<file path="config.mk">
export PLATFORM = sky130hd
export DESIGN_NAME = mult_arbiter_seq
export DESIGN_NICKNAME = d
export VERILOG_FILES = /design/src/rtl/mult_arbiter_seq.sv
export SDC_FILE = /design/constraint.sdc
export NUM_CORES = 1
export LEC_CHECK = 0
export CORE_AREA = 5 5 89 91
export DETAILED_ROUTE_END_ITERATION = 8
export DIE_AREA = 0 0 94 96
export PLACE_DENSITY = 0.86
export SKIP_LAST_GASP = 1
export SYNTH_ARGS = -nofsm -noshare
export SYNTH_HDL_FRONTEND = slang
export SYNTH_SLANG_ARGS = --single-unit
</file>
<file path="constraint.sdc">
create_clock -name CLK -period 3.75 [get_ports CLK]
set_input_delay 0.75 -clock CLK [delete_from_list [all_inputs] [get_ports CLK]]
set_output_delay 0.75 -clock CLK [all_outputs]
set_load 0.02 [all_outputs]
</file>
<file path="src/rtl/mult_arbiter_seq.sv">
// mult_arbiter_seq: round-robin front end for two requesters sharing one shift-add multiplier.
// Optional feature macro MULT_EARLY_DONE_EN: retire an op once the remaining multiplier bits are zero.
module mult_arbiter_seq #(
  parameter int WIDTH = 8,
  parameter int CNT_W = 3
) (
  input  logic               CLK,
  input  logic               RESET,
  input  logic               req0,
  input  logic [WIDTH-1:0]   a0,
  input  logic [WIDTH-1:0]   b0,
  input  logic               req1,
  input  logic [WIDTH-1:0]   a1,
  input  logic [WIDTH-1:0]   b1,
  output logic               gnt0,
  output logic               gnt1,
  output logic               busy,
  output logic               done,
  output logic               done_id,
  output logic [2*WIDTH-1:0] product
);
  localparam int PW = 2*WIDTH;

  typedef enum logic [1:0] {S_IDLE, S_RUN, S_DONE} state_t;

  typedef struct packed {
    logic [WIDTH-1:0] a;
    logic [WIDTH-1:0] b;
    logic             id;
  } op_t;

  state_t           state, state_nxt;
  op_t              op, req_op;
  logic [PW-1:0]    acc, acc_nxt, pp;
  logic [CNT_W-1:0] cnt;
  logic             prio, win, accept, last_step;

  // prio names the requester preferred on a tie; it flips to the loser after each accept.
  assign win = req1 && (!req0 || prio);

  always_comb begin
    req_op    = win ? op_t'{a: a1, b: b1, id: 1'b1} : op_t'{a: a0, b: b0, id: 1'b0};
    pp        = op.b[cnt] ? (PW'(op.a) << cnt) : '0;
    acc_nxt   = acc + pp;
    last_step = (cnt == CNT_W'(WIDTH-1));
`ifdef MULT_EARLY_DONE_EN
    if (((op.b >> cnt) >> 1) == '0) last_step = 1'b1;
`endif
    accept    = 1'b0;
    state_nxt = state;
    case (state)
      S_IDLE: if (req0 || req1) begin
        accept    = 1'b1;
        state_nxt = S_RUN;
      end
      S_RUN:  if (last_step) state_nxt = S_DONE;
      S_DONE: state_nxt = S_IDLE;
      default: state_nxt = S_IDLE;
    endcase
  end

  always_ff @(posedge CLK) begin
    if (RESET) begin
      state   <= S_IDLE;
      op      <= '0;
      acc     <= '0;
      cnt     <= '0;
      prio    <= 1'b0;
      gnt0    <= 1'b0;
      gnt1    <= 1'b0;
      busy    <= 1'b0;
      done    <= 1'b0;
      done_id <= 1'b0;
      // An aborted op leaves the last result visible; an idle reset clears it.
      if (!busy) product <= '0;
    end else begin
      state <= state_nxt;
      busy  <= (state_nxt != S_IDLE);
      gnt0  <= accept && !req_op.id;
      gnt1  <= accept && req_op.id;
      done  <= 1'b0;
      if (accept) begin
        op   <= req_op;
        acc  <= '0;
        cnt  <= '0;
        prio <= ~req_op.id;
      end
      if (state == S_RUN) begin
        acc <= acc_nxt;
        cnt <= cnt + CNT_W'(1);
        if (last_step) begin
          product <= acc_nxt;
          done    <= 1'b1;
          done_id <= op.id;
        end
      end
    end
  end
endmodule

</file>
# After elaboration in Yosys (flattened, before gate mapping)
# Index checks and enable logic that the tools add are counted.
word_totals:
  in_bits: 36
  reg_bits: 60
  elab_cells: 55
op_classes:
  n_addsub: 2
  n_eq_ne: 3
  shifts: 1
  n_bitwise: 2
  order_cmp: 1
  reduce_logical: 15
  mux: 18
ops:
  columns: ["op", "n"]
  rows:
  - ["16-bit 2-to-1 mux", 7]
  - ["17-bit 2-to-1 mux", 1]
  - ["16-bit adder", 1]
  - ["8-bit by 3-bit left shift with 16-bit output", 1]
  - ["2-bit nonzero test", 4]
  - ["3-bit 2-to-1 mux", 2]
  - ["3-bit by 4-bit less-than comparator with 1-bit output, second input constant", 1]
  - ["1-bit 2-to-1 mux", 4]
  - ["2-bit 2-to-1 mux", 2]
  - ["2-bit case mux with 2 select lines", 1]
  - ["3-bit by 1-bit adder with 3-bit output, second input constant", 1]
  - ["1-bit binary-select mux with 3-bit select", 1]
  - ["3-bit == test, second input constant", 1]
  - ["1-bit logical AND", 3]
  - ["3-bit AND reduction", 1]
  - ["2-bit by 1-bit == test with 1-bit output, second input constant", 1]
  - ["1-bit logical NOT", 2]
  - ["2-bit logical NOT", 1]
  - ["1-bit logical OR", 2]
  - ["2-bit != test, second input constant", 1]
  - ["1-bit NOT", 2]
  - ["2-bit AND reduction", 1]
  - ["2-bit OR reduction", 1]

# Longest topological paths before layout
depth:
  depth_word: 7
  mapped_depth: 13
  mapped_depth_nobuf: 11

# Least setup slack after synthesis
# OpenSTA, ideal clock, no wires.
synth_path:
  kind: "register to register"
  startpoint: "reg cnt[0]"
  endpoint: "reg product[12] (data pin)"
  t_arrival_ps: 3234
  stages_incl_launch_ff: 13
  required_ps: 3494
  setup_ps: 256
  path_slack_ps: 260
  path_cell_list: "dfxtp_1 -> buf_2 -> mux4_2 -> nand2_1 -> and2_1 -> clkbuf_1 -> nor2_1 -> ha_1 -> a21o_1 -> a221oi_4 -> nor3_2 -> or4_4 -> and3_2"
synth_via:
  elab_chain_len: 7
  word_cells_on_any_way: 8
  cone_classes: "1 x add/sub; 1 x shift; 6 x mux"
synth_lines:
  columns: ["element", "line_no", "rtl"]
  rows:
  - ["start, declared", "35", "logic [CNT_W-1:0] cnt;"]
  - ["start signal, assigned", "90", "cnt <= cnt + CNT_W'(1);"]
  - ["1-bit binary-select mux with 3-bit select", "43", "pp = op.b[cnt] ? (PW'(op.a) << cnt) : '0;"]
  - ["1-bit 2-to-1 mux (implied by the code)", "43", null]
  - ["16-bit 2-to-1 mux (*)", "43", null]
  - ["16-bit adder (*)", "44", "acc_nxt = acc + pp;"]
  - ["16-bit 2-to-1 mux (*)", "91", "if (last_step) begin"]
  - ["16-bit 2-to-1 mux (*)", "88", "if (state == S_RUN) begin"]
  - ["16-bit 2-to-1 mux (*)", "63", "if (RESET) begin"]
  - ["end signal, assigned", "92", "product <= acc_nxt;"]
  - ["end, declared", "20", "output logic [2*WIDTH-1:0] product"]
# Every way passes the cells marked *; elsewhere a longest branch is shown, timed or not. The select of a mux whose other input is x is not followed.
# A chain may end at the register's enable or synchronous reset.

# Worst setup path in the final report
# Ends and elaborated chain as after synthesis.

==> results.md <==
- After synthesis, the netlist uses 56 different library cells.
- The instance area at placement is 3935 sq um.
- At the pin with the least slew margin, the transition time is 713.3 ps.
- The CTS clock-pin slew for the worst setup and hold paths is 60 ps.
- Setup repair after global routing left no endpoint under its margin.
- The adder-cell share of the synthesized area is 7.146%.
- CTS built an H-tree with a depth of 3.
- After Yosys synthesis, XOR and XNOR cells account for 2.151% of the synthesized area.
- TritonCTS built the clock tree.
- After layout, the minimum clock period comes to 3552 ps.
- The average wire per cell in the routed design is 15.20 um.
- The startpoint of the worst-slack reg-to-reg timing path is cnt[0].
- Adding up every negative setup slack in the final design gives 0 ps.
- The total number of vias is 2956.
- The run finished with clean final reports.
- For this run, design rule violations remaining after detail routing come to 0.
- The width of the die is 94 um.
- The number of hold violations in the final report is 0.
- Summing the sequential cell areas from Yosys gives 41.80% of the chip area.
- The via count of the first global-routing pass came to 3009.
- For the worst flop-to-flop path, the logic depth is 10.
- Clock tree synthesis selected as its root buffer the cell clkbuf_8.
- The largest single stage delay on the critical path is 520 ps.
- Relative to the synthesized area, the layout overhead comes to 26.12%.
- The number of cells upsized or downsized after cts is 0.
- Counting every instance in the synthesized netlist gives 355.
- Counting every net in the synthesized netlist gives 409.
- The type of element capturing the critical path is a flip-flop.
- Tracing the worst setup path back leads to its startpoint at cnt[0].
- During synthesis, Yosys emitted a total of 0 warnings.
- IR analysis of the VDD net gives a maximum drop of 0.2166 mV.
- The top cell family by delay on the critical path is simple AND/OR/NAND/NOR gates.
- The per-instance average area after synthesis is 9.174 sq um.
- The achievable clock frequency is 0.2815 GHz.
- The total number of clock tree sinks is 60.
- The floorplan has 31 rows.
- At the worst endpoint, the required time is 3840 ps.
- The share of flip-flops with an asynchronous set or reset is 0%.
- The clock latency at the later pin of the worst-skew pair is 340 ps.
- The synthesized netlist devotes 19.44% of its cell area to simple gates.
- Among all flip-flop cells after synthesis, the most frequent one is dfxtp_1.
- The critical-path maximum fanout is 7.
- After synthesis the netlist holds a flip-flop and latch count of 60.
- The endpoint of the worst-slack reg-to-reg timing path is product[12].
- The type of origin of the critical path is a flip-flop.
- The core region is 7059 sq um.
- For this design, the CTS-stage hold fixing added 0 buffers.
- 57 I/O pins were placed.
- The number of nets in the layout is 466.
- The worst relative slew slack is 52.27%.
- Counting the fill cells in the layout gives 652.
- The effective utilization at floorplan is 46.14%.
- Entering global routing, the biggest net connects 33 pins.
- Dividing the detail-routed via count by the number of cells gives 5.729.
- The pre-antenna-repair detailed-routing pass consisted of 5 iterations.
- The reg-to-reg setup timing slack is 200 ps.
- The number of slew-limit violations in the final report was 0.
- The worst hold path belongs to the class flip-flop to flip-flop.
- The number of antenna violations at the first check in global routing is 0.
- The first-pass GRT wire length is 13260 um.
- The detailed router finished its first iteration with 185 violations.
- The signal on the critical path passes through mux4_2 -> nand2_1 -> and2_1 -> nor2_1 -> ha_1 -> and3_1 -> a221oi_4 -> nor3_2 -> or4_4 -> and3_2.
- The post-synth design cell area is 3257 sq um.
- Measured along the y axis, the die boundary spans 96 um.
- For this run the aggregate overflow at the end of global routing stands at 0.
- Across every metal layer, demand over resource in global routing totals 18.61%.
- The number of clock buffers added by TritonCTS is 9.
- The areal power density over the cells is 352.1 nW/um^2.
- The total non-filler cell area in the finished layout is 4108 sq um.
- By area, the combinational part of the netlist is dominated by compound AO/OA/AOI/OAI gates.
- The leakage power figure is 0.001655 uW.
- At the worst endpoint, the arrival time is 3650 ps.
- The critical path crosses 10 cells after its start point.
- The maximum count of clock buffers along a single path is 2.
- The congestion estimate from routability-driven global placement came to 1.018.
- The overall die area is 9024 sq um.
- The sum of net half-perimeters after detailed placement is 6145 um.
- The total setup violations reported at the end of the flow is 0.
- The startpoint-to-endpoint class of the critical path is flip-flop to flip-flop.
- In the finished design, the share of the clock period the worst path needs comes to 94.73%.
- In the final layout, the share of cells above drive strength 1 is 8.393%.
- The critical path contains buffers and inverters numbering 0 combined.
- The synthesized netlist devotes 20.86% of its cell area to compound gates.
- The number of post-CTS setup repair buffers is 0.
- The final wirelength is 7842 um.
- The number of enable-type register cells in the synthesized netlist is 16.
- The max capacitance violation total is 0.
- The largest individual stage delay along the critical path comes from the cell mux4_2.
- The final antenna diode count is 0.
- The finished layout holds 516 standard cells, fillers aside.
- After synthesis, the share of cell area in mux cells is 5.878%.
- Once detail routing completed, the nets flagged for antenna violations numbered 0.
- Input and output buffers added on the ports amount to 56.
- The placed instance count is 500.
- The setup clock skew after layout is 8.429 ps.
- The most critical setup path has its endpoint at product[12].
[power by group]
part	switching (uW)	total [uW]	leakage [uW]	internal, uW
sequential	19.5	718	0.000518	698
combinational	113	219	0.00105	106
clock	235	509	0.0000905	274
[registers in the layout, indices dropped and copies added, names as in the netlist]
| name | cells |
|---|---|
| state | 2 |
| busy | 1 |
| done_id | 1 |
| product | 16 |
| acc | 16 |
| op | 17 |
| cnt | 3 |
| prio | 1 |
| gnt1 | 1 |
| done | 1 |
| gnt0 | 1 |
[placed cells by master, fill, tap and decap left out, types with 6 or more instances in the layout]
master	n
mux2i_1	9
ha_1	17
a21oi_1	17
nand2_1	41
a21o_1	6
o21ai_0	15
nand3_1	10
nor3_1	6
and3_1	7
a22oi_1	11
edfxtp_1	16
a222oi_1	7
and2_1	7
clkbuf_8	11
nor2_1	48
dfxtp_1	44
clkdlybuf4s50_1	56
buf_4	9
[layout make-up]
type | count | area [sq um] | share of cell area, %
repair buffers | 65 | 628.1 | 15.29
multi-input cells | 272 | 1807 | 43.98
clock inverters | 2 | 10.01 | 0.2437
flip-flops and latches | 60 | 1361 | 33.14
inverters | 4 | 15.01 | 0.3655
well taps | 99 | 123.9 | 3.016
clock buffers | 14 | 162.7 | 3.960
[worst min path at each step]
| stage | startpoint | slack, ps | cells after the start | to |
|---|---|---|---|---|
| 2_1_floorplan | op[3] | 410 | 2 | op[3] |
| 4_1_cts | op[3] | 440 | 2 | op[3] |
| 3_5_place_dp | op[3] | 430 | 2 | op[3] |
| 6_report | op[3] | 440 | 2 | op[3] |
| 5_1_grt | op[8] | 460 | 2 | op[8] |
| 3_3_place_gp | op[5] | 420 | 2 | op[5] |
[cell families after synthesis]
family | after synthesis
AOI/OAI and AO/OA | 92
xor gates and xnor gates | 8
adders and majority gates | 18
buffers and inverters | 23
DFF | 60
muxes | 16
and+or+nand+nor | 138
[per-layer routing]
layer,share of wire (%),GRT usage (%),vias up
met5,0,0,-
met1,42,21.25,1365
li1,-,-,1443
met2,49,31.76,132
met3,7.1,5.942,16
met4,2.0,8.544,0
[tightest hold or removal path, cell delays in order (launching register included)]
cell	delay [ps]
dfxtp_1	310
nand2_1	50
nand2_1	40
[metrics by stage]
stage | util (%) | hold slack (ps) | setup WS [ps] | power (uW)
finish | 58.19 | 439.2 | 197.6 | 1446
floorplan | - | 410.2 | 260.3 | 853.8
CTS | 58.19 | 439.3 | 212.0 | 1454
global route | 58.19 | 464.6 | 37.91 | 1509
global placement | 55.74 | 421.0 | 327.8 | 943.3
detailed placement | 55.74 | 430.2 | 222.4 | 951.5
[synthesized netlist by cell type (4+ instances only)]
| library cell | instances | area share, % |
|---|---|---|
| a211oi_1 | 4 | 0.92 |
| a21o_1 | 6 | 1.4 |
| a21oi_1 | 17 | 2.6 |
| a222oi_1 | 7 | 2.2 |
| a22o_1 | 5 | 1.3 |
| a22oi_1 | 11 | 2.5 |
| a32o_1 | 4 | 1.2 |
| and2_1 | 7 | 1.3 |
| and3_1 | 7 | 1.3 |
| clkbuf_1 | 15 | 1.7 |
| dfxtp_1 | 44 | 27 |
| edfxtp_1 | 16 | 15 |
| ha_1 | 17 | 6.5 |
| inv_1 | 4 | 0.46 |
| mux2_2 | 5 | 1.7 |
| mux2i_1 | 9 | 2.8 |
| nand2_1 | 41 | 4.7 |
| nand3_1 | 10 | 1.5 |
| nand4_1 | 4 | 0.77 |
| nor2_1 | 48 | 5.5 |
| nor3_1 | 6 | 0.92 |
| o21ai_0 | 15 | 2.3 |
| xnor2_1 | 5 | 1.3 |
Power figures use the tool's default switching activity.
